[src/rtl/dmem_arbiter_if.sv]
// rtl/dmem_arbiter_if.sv - request/response bundle for one dmem_arbiter requester port
// master = requester side (CPU LSU or debug/loader), slave = arbiter side.
interface dmem_arbiter_if #(
   parameter int ADDR_W = 32,
   parameter int DATA_W = 32
);
   logic                  req;
   logic                  we;
   logic [ADDR_W-1:0]     addr;
   logic [DATA_W-1:0]     wdata;
   logic [DATA_W/8-1:0]   wstrb;
   logic                  gnt;
   logic                  rvalid;
   logic [DATA_W-1:0]     rdata;

   modport master (
      output req, we, addr, wdata, wstrb,
      input  gnt, rvalid, rdata
   );

   modport slave (
      input  req, we, addr, wdata, wstrb,
      output gnt, rvalid, rdata
   );
endinterface

[src/rtl/dmem_arbiter.sv]
// rtl/dmem_arbiter.sv - CPU / debug-loader arbiter in front of the single-ported dmem
// DMEM_ARB_RR_EN selects round-robin; otherwise fixed dbg>cpu priority with MAX_WAIT override.
module dmem_arbiter #(
   parameter int ADDR_W   = 32,
   parameter int DATA_W   = 32,
   parameter int MAX_WAIT = 8
) (
   input  logic                clk,
   input  logic                reset,
   dmem_arbiter_if.slave       cpu,
   dmem_arbiter_if.slave       dbg,
   input  logic                dbg_lock,
   output logic                mem_en,
   output logic                mem_we,
   output logic [ADDR_W-1:0]   mem_addr,
   output logic [DATA_W-1:0]   mem_wdata,
   output logic [DATA_W/8-1:0] mem_wstrb,
   input  logic [DATA_W-1:0]   mem_rdata,
   output logic [31:0]         cpu_wait_cnt
);

   logic        locked_q, locked_d;
   logic        resp_pend_q, resp_pend_d;
   logic        resp_owner_q, resp_owner_d;
   logic [31:0] cpu_wait_cnt_q, cpu_wait_cnt_d;
`ifdef DMEM_ARB_RR_EN
   logic        rr_dbg_q, rr_dbg_d;
`else
   localparam int WCW = $clog2(MAX_WAIT + 1);
   logic [WCW-1:0] wait_ctr_q, wait_ctr_d;
`endif

   logic lock_active;
   logic contested;
   logic cpu_win;
   logic dbg_win;
   logic win_we;

   always_comb begin
      lock_active = locked_q && dbg_lock;
      contested   = cpu.req && dbg.req;
      cpu_win     = 1'b0;
      dbg_win     = 1'b0;
      if (!reset) begin
         if (lock_active) begin
            dbg_win = dbg.req;
         end else if (contested) begin
`ifdef DMEM_ARB_RR_EN
            dbg_win = rr_dbg_q;
            cpu_win = !rr_dbg_q;
`else
            // A starved CPU overrides dbg priority, but never an active lock.
            cpu_win = (wait_ctr_q == WCW'(MAX_WAIT));
            dbg_win = !cpu_win;
`endif
         end else begin
            cpu_win = cpu.req;
            dbg_win = dbg.req;
         end
      end
      win_we = dbg_win ? dbg.we : cpu.we;
   end

   always_comb begin
      locked_d = locked_q;
      if (!dbg_lock) begin
         locked_d = 1'b0;
      end else if (dbg_win) begin
         locked_d = 1'b1;
      end

      resp_pend_d  = (cpu_win || dbg_win) && !win_we;
      resp_owner_d = dbg_win;

      cpu_wait_cnt_d = cpu_wait_cnt_q;
      if (cpu.req && !cpu_win && (cpu_wait_cnt_q != 32'hFFFF_FFFF)) begin
         cpu_wait_cnt_d = cpu_wait_cnt_q + 32'd1;
      end

`ifdef DMEM_ARB_RR_EN
      rr_dbg_d = rr_dbg_q;
      if (contested && (cpu_win || dbg_win)) begin
         rr_dbg_d = cpu_win;
      end
`else
      wait_ctr_d = wait_ctr_q;
      if (cpu_win) begin
         wait_ctr_d = '0;
      end else if (cpu.req && !lock_active && (wait_ctr_q != WCW'(MAX_WAIT))) begin
         wait_ctr_d = wait_ctr_q + WCW'(1);
      end
`endif
   end

   always_ff @(posedge clk or posedge reset) begin
      if (reset) begin
         locked_q       <= 1'b0;
         resp_pend_q    <= 1'b0;
         resp_owner_q   <= 1'b0;
         cpu_wait_cnt_q <= '0;
`ifdef DMEM_ARB_RR_EN
         rr_dbg_q       <= 1'b0;
`else
         wait_ctr_q     <= '0;
`endif
      end else begin
         locked_q       <= locked_d;
         resp_pend_q    <= resp_pend_d;
         resp_owner_q   <= resp_owner_d;
         cpu_wait_cnt_q <= cpu_wait_cnt_d;
`ifdef DMEM_ARB_RR_EN
         rr_dbg_q       <= rr_dbg_d;
`else
         wait_ctr_q     <= wait_ctr_d;
`endif
      end
   end

   assign cpu.gnt      = cpu_win;
   assign dbg.gnt      = dbg_win;

   assign mem_en       = cpu_win || dbg_win;
   assign mem_we       = mem_en && win_we;
   assign mem_addr     = dbg_win ? dbg.addr  : cpu.addr;
   assign mem_wdata    = dbg_win ? dbg.wdata : cpu.wdata;
   assign mem_wstrb    = dbg_win ? dbg.wstrb : cpu.wstrb;

   assign cpu.rvalid   = resp_pend_q && !resp_owner_q;
   assign dbg.rvalid   = resp_pend_q && resp_owner_q;
   assign cpu.rdata    = resp_pend_q ? mem_rdata : '0;
   assign dbg.rdata    = resp_pend_q ? mem_rdata : '0;

   assign cpu_wait_cnt = cpu_wait_cnt_q;

endmodule

[src/flat_wrapper.sv]
// flat-port wrapper written by rule: the top's interface ports become plain ports
module dmem_arbiter_flat 
#(
   parameter int ADDR_W   = 32,
   parameter int DATA_W   = 32,
   parameter int MAX_WAIT = 8
)
  (clk, reset, dbg_lock, mem_en, mem_we, mem_addr, mem_wdata, mem_wstrb, mem_rdata, cpu_wait_cnt, cpu_req, cpu_we, cpu_addr, cpu_wdata, cpu_wstrb, cpu_gnt, cpu_rvalid, cpu_rdata, dbg_req, dbg_we, dbg_addr, dbg_wdata, dbg_wstrb, dbg_gnt, dbg_rvalid, dbg_rdata);
  dmem_arbiter_if #(.ADDR_W(ADDR_W), .DATA_W(DATA_W)) cpu_i ();
  dmem_arbiter_if #(.ADDR_W(ADDR_W), .DATA_W(DATA_W)) dbg_i ();
  input  logic clk;
  input  logic reset;
  input  logic dbg_lock;
  output logic mem_en;
  output logic mem_we;
  output logic [ADDR_W-1:0] mem_addr;
  output logic [DATA_W-1:0] mem_wdata;
  output logic [DATA_W/8-1:0] mem_wstrb;
  input  logic [DATA_W-1:0] mem_rdata;
  output logic [31:0] cpu_wait_cnt;
  input wire logic [$bits(cpu_i.req)-1:0] cpu_req;
  input wire logic [$bits(cpu_i.we)-1:0] cpu_we;
  input wire logic [$bits(cpu_i.addr)-1:0] cpu_addr;
  input wire logic [$bits(cpu_i.wdata)-1:0] cpu_wdata;
  input wire logic [$bits(cpu_i.wstrb)-1:0] cpu_wstrb;
  output wire logic [$bits(cpu_i.gnt)-1:0] cpu_gnt;
  output wire logic [$bits(cpu_i.rvalid)-1:0] cpu_rvalid;
  output wire logic [$bits(cpu_i.rdata)-1:0] cpu_rdata;
  input wire logic [$bits(dbg_i.req)-1:0] dbg_req;
  input wire logic [$bits(dbg_i.we)-1:0] dbg_we;
  input wire logic [$bits(dbg_i.addr)-1:0] dbg_addr;
  input wire logic [$bits(dbg_i.wdata)-1:0] dbg_wdata;
  input wire logic [$bits(dbg_i.wstrb)-1:0] dbg_wstrb;
  output wire logic [$bits(dbg_i.gnt)-1:0] dbg_gnt;
  output wire logic [$bits(dbg_i.rvalid)-1:0] dbg_rvalid;
  output wire logic [$bits(dbg_i.rdata)-1:0] dbg_rdata;
  assign cpu_i.req = cpu_req;
  assign cpu_i.we = cpu_we;
  assign cpu_i.addr = cpu_addr;
  assign cpu_i.wdata = cpu_wdata;
  assign cpu_i.wstrb = cpu_wstrb;
  assign cpu_gnt = cpu_i.gnt;
  assign cpu_rvalid = cpu_i.rvalid;
  assign cpu_rdata = cpu_i.rdata;
  assign dbg_i.req = dbg_req;
  assign dbg_i.we = dbg_we;
  assign dbg_i.addr = dbg_addr;
  assign dbg_i.wdata = dbg_wdata;
  assign dbg_i.wstrb = dbg_wstrb;
  assign dbg_gnt = dbg_i.gnt;
  assign dbg_rvalid = dbg_i.rvalid;
  assign dbg_rdata = dbg_i.rdata;
  dmem_arbiter #(.ADDR_W(ADDR_W), .DATA_W(DATA_W), .MAX_WAIT(MAX_WAIT)) u_core (.clk(clk), .reset(reset), .cpu(cpu_i), .dbg(dbg_i), .dbg_lock(dbg_lock), .mem_en(mem_en), .mem_we(mem_we), .mem_addr(mem_addr), .mem_wdata(mem_wdata), .mem_wstrb(mem_wstrb), .mem_rdata(mem_rdata), .cpu_wait_cnt(cpu_wait_cnt));
endmodule
[config.mk]
export PLATFORM = sky130hd
export DESIGN_NAME = dmem_arbiter_flat
export DESIGN_NICKNAME = d
export VERILOG_FILES = /design/src/rtl/dmem_arbiter_if.sv /design/src/rtl/dmem_arbiter.sv /design/src/flat_wrapper.sv
export SDC_FILE = /design/constraint.sdc
export NUM_CORES = 1
export LEC_CHECK = 0
export BUFFER_PORTS_ARGS = -buffer_cell sky130_fd_sc_hd__buf_2
export CAP_MARGIN = 15
export CORE_AREA = 2 2 135 137
export DETAILED_ROUTE_END_ITERATION = 10
export DIE_AREA = 0 0 137 139
export GPL_ROUTABILITY_DRIVEN = 0
export SLEW_MARGIN = 20
export SYNTH_ARGS = -nofsm -noshare
export SYNTH_HDL_FRONTEND = slang
export SYNTH_SLANG_ARGS = --single-unit
[constraint.sdc]
create_clock -name clk -period 6.4 [get_ports clk]
set_input_delay 0.96 -clock clk [delete_from_list [all_inputs] [get_ports clk]]
set_output_delay 0.96 -clock clk [all_outputs]
set_load 0.03 [all_outputs]
==> impl_results.md <==
- Outcome: completed
- Max frequency: 268.1 MHz
- Mapped Cells: around 480
- Clock buffer depth: 2
- CP endpoint kind: primary output
- Fin Clk Skew: between 0.003 and 0.004 ns
- Cell variety after synth: between 40 and 50
- Pre-Repair DR Iteration Count: 4
- Most frequent cell after synthesis: nand2_1
- Worst hold slack: between 0.5 and 0.6 ns
- Setup WS post-layout: around 2.7 ns
- Layout cell share with drive strength beyond 1: 47.08%
- Pins Over Slew Limit: 0
- Clock-pin transition on the worst setup and hold timing paths: around 0.06 ns
- Num CTS Buffers: 5
- Syn Nets: between 600 and 700
- Leakage dissipation: ~3.2 nW
- # IOs: around 350
- Worst-Skew Late Latency: 0.28 ns
- GRT Total Usage: 16.74%
- Setup_tns: 0 ns
- IO buf count: roughly 340
- Antenna violations before repair: 6
- Fin crit period: between 3 and 4 ns
- Vias in the first global route: approximately 4.0k
- Die ar.: 19040 um^2
- Initial Util: about a fifth
- Post-synth EDFFs: 0
- CTS tree: done
- Synth Cell Area: 3306 um^2
- Syn-to-layout area delta: 56.32%
- Synth top cells by count: nand2_1, dfrtp_1, and2_1
- Crit path max fanout: 39
- First DRT Iteration DRCs: 138
- H-tree depth: 2
- Worst slack, placed: 2.639 ns
- Worst Setup Path Type: in2out
- Core Area: roughly 18000 um^2
- Post-cts gate resize count: 0
- Largest net degree at the start of global routing: 70
- Crit path launch type: primary input
- Tightest Hold Check Type: reg2reg
- Vias per cell: 4.199
- GR Overflow Total: 0
- Actual slew at the worst max-slew pin: between 0.9 and 1 ns
- WP data arrival: ~2.8 ns
- Synth area leader: dfrtp_1
- WL/cell: 16.49 um
- Setup violators final: 0
- Maxcap violations: 0
- Die Ht: between 100 and 150 um
- Root Driver: clkbuf_16
- # clock sinks: 39
- Peak VDD IR: around 0.12 mV
- First-pass GRT wire length: 24230 um
- Count of final hold-check violations: 0
- PD cells: 195.0 nW/um^2
- Post-CTS setup buffer count: 0
- Post-route DRC: 0
- Async S/R FF share, synth: between 90% and 100%
- Register area share after synthesis: approximately 30%
- Synth area leaders: dfrtp_1, nand2_1, buf_4, and2_1, xnor2_1
- DIE WIDTH: between 100 and 150 um
- Tcrit/Tclk final: roughly three fifths
- DP HPWL: about 14000 um
- Synth warn: 0
- DR vias: about 4.3k
- Nets: approximately 970
- # rows: 49
- WL final: approximately 17000 um
- Fillers: approximately 2k
- Mean area per synthesized cell: between 6 and 7 um^2
- Area share of the leading cell type in the synthesized netlist: 29.52%
- Flops & latches, synth: 39
- Normalized max-slew margin: between 30 and 40%
- Post-synth top flop: dfrtp_1
- Hold Buf Count CTS: 0
- RSZ-0062 raised after global routing: false
- Post-route ant nets: 0
- CP required: roughly 5.4 ns
-- sequential cells by signal, indices dropped and copies added, names as in the netlist --
register / flops
u_core.resp_owner_q: 1
u_core.resp_pend_q: 1
u_core.cpu_wait_cnt: 32
u_core.locked_q: 1
u_core.wait_ctr_q: 4
-- worst paths after layout --
kind | startpoint | end | slack [ns] | cells past startpoint
setup / recovery | dbg_lock | mem_wdata[31] | 2.67 | 9
hold / removal | u_core.cpu_wait_cnt[9] | u_core.cpu_wait_cnt[9] | 0.52 | 1
setup reg to reg | u_core.wait_ctr_q[0] | u_core.cpu_wait_cnt[31] | 4.08 | 8
hold reg to reg | u_core.cpu_wait_cnt[9] | u_core.cpu_wait_cnt[9] | 0.52 | 1
max in group asynchronous | reset | u_core.cpu_wait_cnt[13] | 5.14 | 3
min in group asynchronous | reset | u_core.wait_ctr_q[0] | 0.89 | 3
-- cell usage in the layout (no fill, tap or decap), types with 2 or more instances in the layout --
| master | Yosys | routed |
|---|---|---|
| mux2_2 | 2 | 2 |
| inv_1 | 9 | 9 |
| ha_1 | 3 | 3 |
| and3_1 | 5 | 5 |
| and2_1 | 36 | 36 |
| o22ai_1 | 2 | 2 |
| o31ai_1 | 2 | 2 |
| nand4_1 | 10 | 10 |
| diode_2 | 0 | 2 |
| xnor2_1 | 17 | 17 |
| nand2_1 | 218 | 218 |
| clkbuf_16 | 0 | 5 |
| buf_2 | 3 | 344 |
| nor3_1 | 2 | 2 |
| xor2_1 | 11 | 11 |
| o21ai_0 | 5 | 5 |
| buf_4 | 32 | 3 |
| a31oi_1 | 2 | 2 |
| nand3_1 | 17 | 17 |
| nor4_1 | 3 | 3 |
| nor2_1 | 16 | 16 |
| a21oi_1 | 6 | 6 |
| inv_2 | 2 | 2 |
| o211ai_1 | 2 | 2 |
| dfrtp_1 | 39 | 39 |
-- logic make-up after synthesis --
logic type	synth area share, %
buffers and inverters	10.79
adder cells (fa/ha/maj)	1.136
multiplexers	0.9841
AO/OA/AOI/OAI	6.397
XOR/XNOR	7.418
AND/OR/NAND/NOR	43.76
flip-flops	29.52
-- power by group --
part           internal [mW]  switching [mW]  leakage (nW)  total (mW)
Sequential             0.277          0.0469         0.521       0.324
Clock                  0.144          0.0974        0.0669       0.241
Combinational          0.148           0.295          2.62       0.443
Total                  0.568           0.440          3.21        1.01
-- cell type report --
class	instances	area, um^2	share of cell area (%)
clock buffers	6	128.9	2.494
clock inverters	2	12.51	0.2421
repair buffers	347	1744	33.75
well taps	229	286.5	5.545
flip-flops and latches	39	975.9	18.89
diodes	2	5.005	0.09685
multi-input cells	383	1973	38.18
inverters	11	41.29	0.7990
-- routing by layer --
metal	track usage [%]	share of wire, %	vias up
met5	0	0.065	-
met4	2.116	0.68	2
met3	5.117	10	13
met2	27.44	46	207
met1	22.16	43	1938
li1	-	-	2119
-- worst max-delay path, cell delays in order --
cell,delay [ns]
buf_2,0.10
nand2_1,0.06
nand2_1,0.12
o211ai_1,0.13
inv_2,0.43
buf_4,0.49
nand2_1,0.10
nand2_1,0.13
buf_2,0.23
-- per-stage QoR --
step | cells | area [um^2] | total power [mW] | utilization (%)
floorplan | 484 | 3306 | 0.6075 | -
global placement | 1009 | 5021 | 0.7705 | 28.44
detailed placement | 1009 | 5021 | 0.7736 | 28.44
CTS | 1017 | 5162 | 1.017 | 29.24
global route | 1017 | 5162 | 1.067 | 29.24
finish | 1019 | 5167 | 1.008 | 29.27
No activity file was read; power rests on OpenSTA's default activity.
